--- config.mk ---
export PLATFORM = sky130hd
export DESIGN_NAME = divider
export DESIGN_NICKNAME = d
export VERILOG_FILES = /design/src/rtl/alu_pkg.sv /design/src/rtl/div_step.sv /design/src/rtl/divider.sv
export SDC_FILE = /design/constraint.sdc
export NUM_CORES = 1
export LEC_CHECK = 0
export CAP_MARGIN = 20
export CORE_ASPECT_RATIO = 1.75
export CORE_UTILIZATION = 49
export CTS_CLUSTER_SIZE = 24
export DETAILED_ROUTE_END_ITERATION = 10
export PLACE_DENSITY = 0.84
export SKIP_LAST_GASP = 1
export SLEW_MARGIN = 40
export SYNTH_ARGS = -nofsm -noshare
export SYNTH_HDL_FRONTEND = slang
export SYNTH_HIERARCHICAL = 1
export SYNTH_SLANG_ARGS = --single-unit
--- constraint.sdc ---
create_clock -name clk -period 3.3 [get_ports clk]
set_clock_uncertainty 0.2 [all_clocks]
set_input_delay 0.66 -clock clk [delete_from_list [all_inputs] [get_ports clk]]
set_output_delay 0.66 -clock clk [all_outputs]
set_load 0.1 [all_outputs]
--- src/rtl/alu_pkg.sv ---
// Shared ALU constants: Signal codes, operand width and the divider state encoding.
package alu_pkg;

    localparam int unsigned WIDTH = 32;

    localparam logic [5:0] MULTU = 6'b011001;
    localparam logic [5:0] DIVU  = 6'b011011;
    localparam logic [5:0] DIV   = 6'b011010;

    typedef enum logic [1:0] {
        IDLE = 2'd0,
        RUN  = 2'd1,
        DONE = 2'd2
    } div_state_e;

endpackage

--- src/rtl/div_step.sv ---
// One restoring-division step: shift the next dividend bit into the partial
// remainder and subtract the divisor when it fits.
module div_step
    import alu_pkg::*;
(
    input  logic [WIDTH-1:0] rem_i,
    input  logic [WIDTH-1:0] quo_i,
    input  logic [WIDTH-1:0] divisor_i,
    output logic [WIDTH-1:0] rem_o,
    output logic [WIDTH-1:0] quo_o
);

    logic [WIDTH:0] trial;
    logic [WIDTH:0] diff;
    logic           fits;

    assign trial = {rem_i, quo_i[WIDTH-1]};
    assign fits  = trial >= {1'b0, divisor_i};
    assign diff  = trial - {1'b0, divisor_i};

    // The remainder stays below the divisor, so the top bit drops out either way.
    assign rem_o = fits ? diff[WIDTH-1:0] : trial[WIDTH-1:0];
    assign quo_o = {quo_i[WIDTH-2:0], fits};

endmodule

--- src/rtl/divider.sv ---
// Iterative 32-bit restoring divider for the HI/LO path: dataOut = {remainder, quotient}.
// Define DIVIDER_SIGNED_EN to also accept the signed DIV code with sign fix-up.
module divider
    import alu_pkg::*;
(
    input  logic                 clk,
    input  logic                 reset,
    input  logic                 start,
    input  logic [WIDTH-1:0]     dataA,
    input  logic [WIDTH-1:0]     dataB,
    input  logic [5:0]           Signal,
    output logic                 busy,
    output logic                 done,
    output logic [2*WIDTH-1:0]   dataOut
);

    div_state_e          state_q;
    logic [4:0]          cnt_q;
    logic [WIDTH-1:0]    rem_q;
    logic [WIDTH-1:0]    quo_q;
    logic [WIDTH-1:0]    divisor_q;
    logic                busy_q;
    logic                done_q;
    logic [2*WIDTH-1:0]  data_out_q;

    logic [WIDTH-1:0]    rem_d;
    logic [WIDTH-1:0]    quo_d;
    logic [WIDTH-1:0]    a_mag;
    logic [WIDTH-1:0]    b_mag;
    logic [WIDTH-1:0]    quo_fin;
    logic [WIDTH-1:0]    rem_fin;
    logic                code_ok;
    logic                accept;

`ifdef DIVIDER_SIGNED_EN
    logic                qneg;
    logic                rneg;
    logic                qneg_q;
    logic                rneg_q;

    assign code_ok = (Signal == DIVU) || (Signal == DIV);
`else
    assign code_ok = (Signal == DIVU);
`endif

    assign accept = start && code_ok && (state_q != RUN);

    div_step u_step (
        .rem_i     (rem_q),
        .quo_i     (quo_q),
        .divisor_i (divisor_q),
        .rem_o     (rem_d),
        .quo_o     (quo_d)
    );

    // Operand magnitudes and sign flags; a zero divisor runs unsigned so the remainder is dataA.
    always_comb begin
        a_mag = dataA;
        b_mag = dataB;
`ifdef DIVIDER_SIGNED_EN
        qneg  = 1'b0;
        rneg  = 1'b0;
        if (Signal == DIV && dataB != '0) begin
            a_mag = dataA[WIDTH-1] ? WIDTH'(-dataA) : dataA;
            b_mag = dataB[WIDTH-1] ? WIDTH'(-dataB) : dataB;
            qneg  = dataA[WIDTH-1] ^ dataB[WIDTH-1];
            rneg  = dataA[WIDTH-1];
        end
`endif
    end

    always_comb begin
        quo_fin = quo_d;
        rem_fin = rem_d;
`ifdef DIVIDER_SIGNED_EN
        if (qneg_q) quo_fin = WIDTH'(-quo_d);
        if (rneg_q) rem_fin = WIDTH'(-rem_d);
`endif
    end

    always_ff @(posedge clk) begin
        if (reset) begin
            state_q    <= IDLE;
            cnt_q      <= '0;
            rem_q      <= '0;
            quo_q      <= '0;
            divisor_q  <= '0;
            busy_q     <= 1'b0;
            done_q     <= 1'b0;
            data_out_q <= '0;
`ifdef DIVIDER_SIGNED_EN
            qneg_q     <= 1'b0;
            rneg_q     <= 1'b0;
`endif
        end else begin
            done_q <= 1'b0;
            case (state_q)
                RUN: begin
                    rem_q <= rem_d;
                    quo_q <= quo_d;
                    cnt_q <= cnt_q + 5'd1;
                    if (cnt_q == 5'd31) begin
                        state_q    <= DONE;
                        busy_q     <= 1'b0;
                        done_q     <= 1'b1;
                        data_out_q <= {rem_fin, quo_fin};
                    end
                end
                default: begin
                    if (accept) begin
                        state_q   <= RUN;
                        busy_q    <= 1'b1;
                        cnt_q     <= '0;
                        rem_q     <= '0;
                        quo_q     <= a_mag;
                        divisor_q <= b_mag;
`ifdef DIVIDER_SIGNED_EN
                        qneg_q    <= qneg;
                        rneg_q    <= rneg;
`endif
                    end else begin
                        state_q <= IDLE;
                    end
                end
            endcase
        end
    end

    assign busy    = busy_q;
    assign done    = done_q;
    assign dataOut = data_out_q;

endmodule

==> results.md, run 1 <==
* Status: complete, no violations
* Initial drt markers at 493
* Max Fanout on Critical Path at 3
* Leak at 4.25 nW
* CTS tree: built
* Total power at 0.00442 W
* PwrDens at 408 nW/µm²
* # DRC at 0
* Layout cells sized above 1 at 0.173
* WL final at 24.5 mm
* Commonest cells after routing, fill and taps aside: dfxtp_1, buf_4, a21oi_1
* Total congestion overflow at 0
* Synth-to-Final Area Change at 20.0%
* Async S/R FF share, synth at 0
* Tcrit/Tclk final at 0.953
* Gpl congestion at 0.920
* Min cycle time layout at 3150 ps
* Synthesized cell area at 9030 µm²
* Pin slew with the least headroom to its limit at 698 ps
* Max Slew Vio Count at 0
* Post-synth top area cell: dfxtp_1
* R2R Path End: dataOut[52]$_SDFFE_PP0P_
* Vias in the first global route at 8,121
* Register area at 3390 µm²
* Setup CP Type: flop to flop
* Flop pwr share at 0.463
* Post-synth EDFFs at 0
* Fillcell total at 1,539
* Syn. warnings at 6
* Combinational power share at 0.082
* Peak Freq at 0.318 GHz
* VDD IR-drop max at 0.264 mV
* Inserted Clock Buffers at 17
* ANT cells at 0
* Via-to-Cell Ratio at 6.18
* Chip Width at 105 µm
* Switching part of the total at 0.266
* Synth Flop Type: dfxtp_1
* I/O pins at 139
* Row count at 65
* Worst-path clk slew at 70 ps
* Synth Area in XOR/XNOR at 0.0252
* Endpoints failing hold at 0
* Simple-Gate Fraction of Synth Area at 0.129
* RR Startpoint: quo_q[31]$_SDFFE_PP0P_
* CP startpoint kind: flop
* Synth Area in Compound Gates at 0.277
* Wire length of the first global-routing pass at 39.3 mm
* Initial Util at 0.500
* Die ar. at 19,000 µm²
* Routed len/inst at 18.3 µm
* Hpwl dp at 15.7 mm
* Multiplexer share of the synthesized area at 0.0432
* Skew-Pair Late Insertion Delay at 430 ps
* Relative slew slack at 0.535
* Post-synth net total at 1,135
* Int Pwr at 0.00324 W
* Largest family of logic cells by synthesized area: compound AO/OA/AOI/OAI gates
* CTS Buffer Depth at 2
* FF-to-FF path depth at 13
* Min-delay worst type: flop to flop
* Post-Syn Area per Cell at 8.79 µm²
* Worst hold slack at 271 ps
* HP Start: divisor_q[3]$_SDFFE_PP0P_
* PortBufs at 138
* Most common cell after layout, fill and taps aside: dfxtp_1
* All-layer global routing usage at 0.254
* Core Area at 18,100 µm²
* Hold worst-path end: divisor_q[3]$_SDFFE_PP0P_
* Detail Route Antenna Nets at 0
* CTS H-tree depth at 4
* Syn Inst Count at 1,027
* Synth cell types at 63
* Endpoint type of the worst setup path: flop
* CTS Root Cell: clkbuf_16
* Nets at 1,196
* Hold_buf cts at 0
* Initial antenna violation count at 0
* Req. time, crit path at 3430 ps
* Top cell type's share of synthesized area at 0.375
* Post-synthesis sequential area ratio at 0.375
* Height of the die at 182 µm
* Switching power at 0.00118 W
* Post-Synth Adder-Cell Area at 0.0493
* Clock tree sinks at 169
* Max Cap Viol at 0
* Crit path arrival time at 3270 ps
* Synth Register Bits at 169
* Final setup TNS at 0 ps
* Clk pwr share at 0.455
* Flop-to-flop setup slack at 150 ps
* Pin count of the biggest net entering global routing at 101
* Largest cells by area after synthesis: dfxtp_1, a22o_1, a21oi_1, ha_1, buf_4
* Initial DRT Pass Iterations at 5
* Multi-input gate area at 4850 µm²
* Final setup fails at 0
* Via count at 8,254
* Hold depth at 2
[worst max-delay path, stage by stage, from the launching register on]
cell and delay, ps:
dfxtp_1 330, inv_1 60, ha_1 220, fa_1 410
nor2b_1 190, o31a_1 160, o21ai_0 140, buf_4 190
o21bai_2 150, a21oi_1 130, o21bai_1 260, xor2_1 120
mux2_2 290, a22o_1 190
[through the flow]
| stage | cell area [µm²] | std cells | util | setup WS, ps |
|---|---|---|---|---|
| floorplan | 9030 | 1027 | - | 90.4 |
| global placement | 10100 | 1299 | 0.560 | 19.4 |
| detailed placement | 10100 | 1299 | 0.560 | -34.2 |
| CTS | 10700 | 1331 | 0.594 | 58.1 |
| global route | 10800 | 1335 | 0.600 | -27.5 |
| finish | 10800 | 1335 | 0.600 | 154 |
[timing repair]
action,in CTS,in global routing
hold endpoints to repair,0,0
cloned,0,0
setup endpoints to repair,24,58
setup buffers,0,3
gates resized for setup,2,14
pin swaps,0,8
[state kept, by name, indices dropped and copies added, names as in the netlist]
register   count
state_q        2
rem_q         32
done           1
cnt_q          5
busy           1
divisor_q     32
quo_q         32
dataOut       64
[routing by layer]
metal	routed length, µm	up-vias	global-route usage
met5	0	-	0
met4	1020	0	0.139
met3	1380	83	0.0535
met2	12700	324	0.450
met1	9400	3952	0.280
li1	-	3895	-
[power by group through the flow]
stage                     sequential, W  combinational, W  clock [W]
after floorplan                 0.00210          0.000219          0
after global placement          0.00210          0.000346          0
after detailed placement        0.00210          0.000349          0
after CTS                       0.00205          0.000354    0.00202
after global routing            0.00205          0.000387    0.00210
final                           0.00205          0.000361    0.00201
[area by class of cell]
| type | instances | share of cell area |
|---|---|---|
| Clock buffer | 17 | 0.0393 |
| Clock inverter | 15 | 0.0160 |
| Multi-Input combinational cell | 687 | 0.447 |
| Timing Repair Buffer | 172 | 0.144 |
| Tap cell | 234 | 0.0270 |
| Sequential cell | 169 | 0.313 |
| Inverter | 41 | 0.0142 |
[worst max path at each step]
stage | slack [ps] | start | end
finish | 150 | quo_q[31]$_SDFFE_PP0P_ | dataOut[52]$_SDFFE_PP0P_
global route | -30 | divisor_q[8]$_SDFFE_PP0P_ | dataOut[43]$_SDFFE_PP0P_
CTS | 60 | divisor_q[1]$_SDFFE_PP0P_ | dataOut[62]$_SDFFE_PP0P_
detailed placement | -30 | divisor_q[9]$_SDFFE_PP0P_ | dataOut[43]$_SDFFE_PP0P_
global placement | 20 | divisor_q[9]$_SDFFE_PP0P_ | dataOut[49]$_SDFFE_PP0P_
floorplan | 90 | divisor_q[7]$_SDFFE_PP0P_ | dataOut[53]$_SDFFE_PP0P_
[cell usage after synthesis (all sizes together) (3+ instances only)]
| library cell | count |
|---|---|
| dfxtp | 169 |
| a21oi | 95 |
| buf | 83 |
| a22o | 65 |
| nand2 | 58 |
| nor2 | 58 |
| o21ai | 48 |
| clkbuf | 47 |
| inv | 41 |
| nand3 | 41 |
| nand4 | 41 |
| o211ai | 38 |
| ha | 34 |
| o31ai | 33 |
| a311oi | 32 |
| mux2 | 29 |
| xnor2 | 18 |
| a21o | 9 |
| xor2 | 8 |
| a31oi | 7 |
| nor2b | 7 |
| nor3 | 6 |
| o21a | 6 |
| a211oi | 4 |
| and3 | 4 |
| o21bai | 4 |
| a21boi | 3 |
| a31o | 3 |
| and2 | 3 |
| mux2i | 3 |
| nor3b | 3 |
| or3 | 3 |
[logic make-up (layout without fill, tap and decap cells)]
family,count (synthesis),after routing
AND/OR/NAND/NOR,236,236
AO/OA/AOI/OAI,358,358
flip-flops,169,169
XOR/XNOR,26,26
adder cells (fa/ha/maj),35,35
buffers and inverters,171,245
multiplexers,32,32
No activity file was read; power rests on OpenSTA's default activity.
==> inputs of run 2 (changes only) <==
--- a/config.mk
+++ b/config.mk
@@ -11,7 +11,6 @@
 export CTS_CLUSTER_SIZE = 24
 export DETAILED_ROUTE_END_ITERATION = 10
 export PLACE_DENSITY = 0.84
-export SKIP_LAST_GASP = 1
 export SLEW_MARGIN = 40
 export SYNTH_ARGS = -nofsm -noshare
 export SYNTH_HDL_FRONTEND = slang
==> results of run 2 <==
The final DEF is identical to that of run 1; final timing and power are the same.
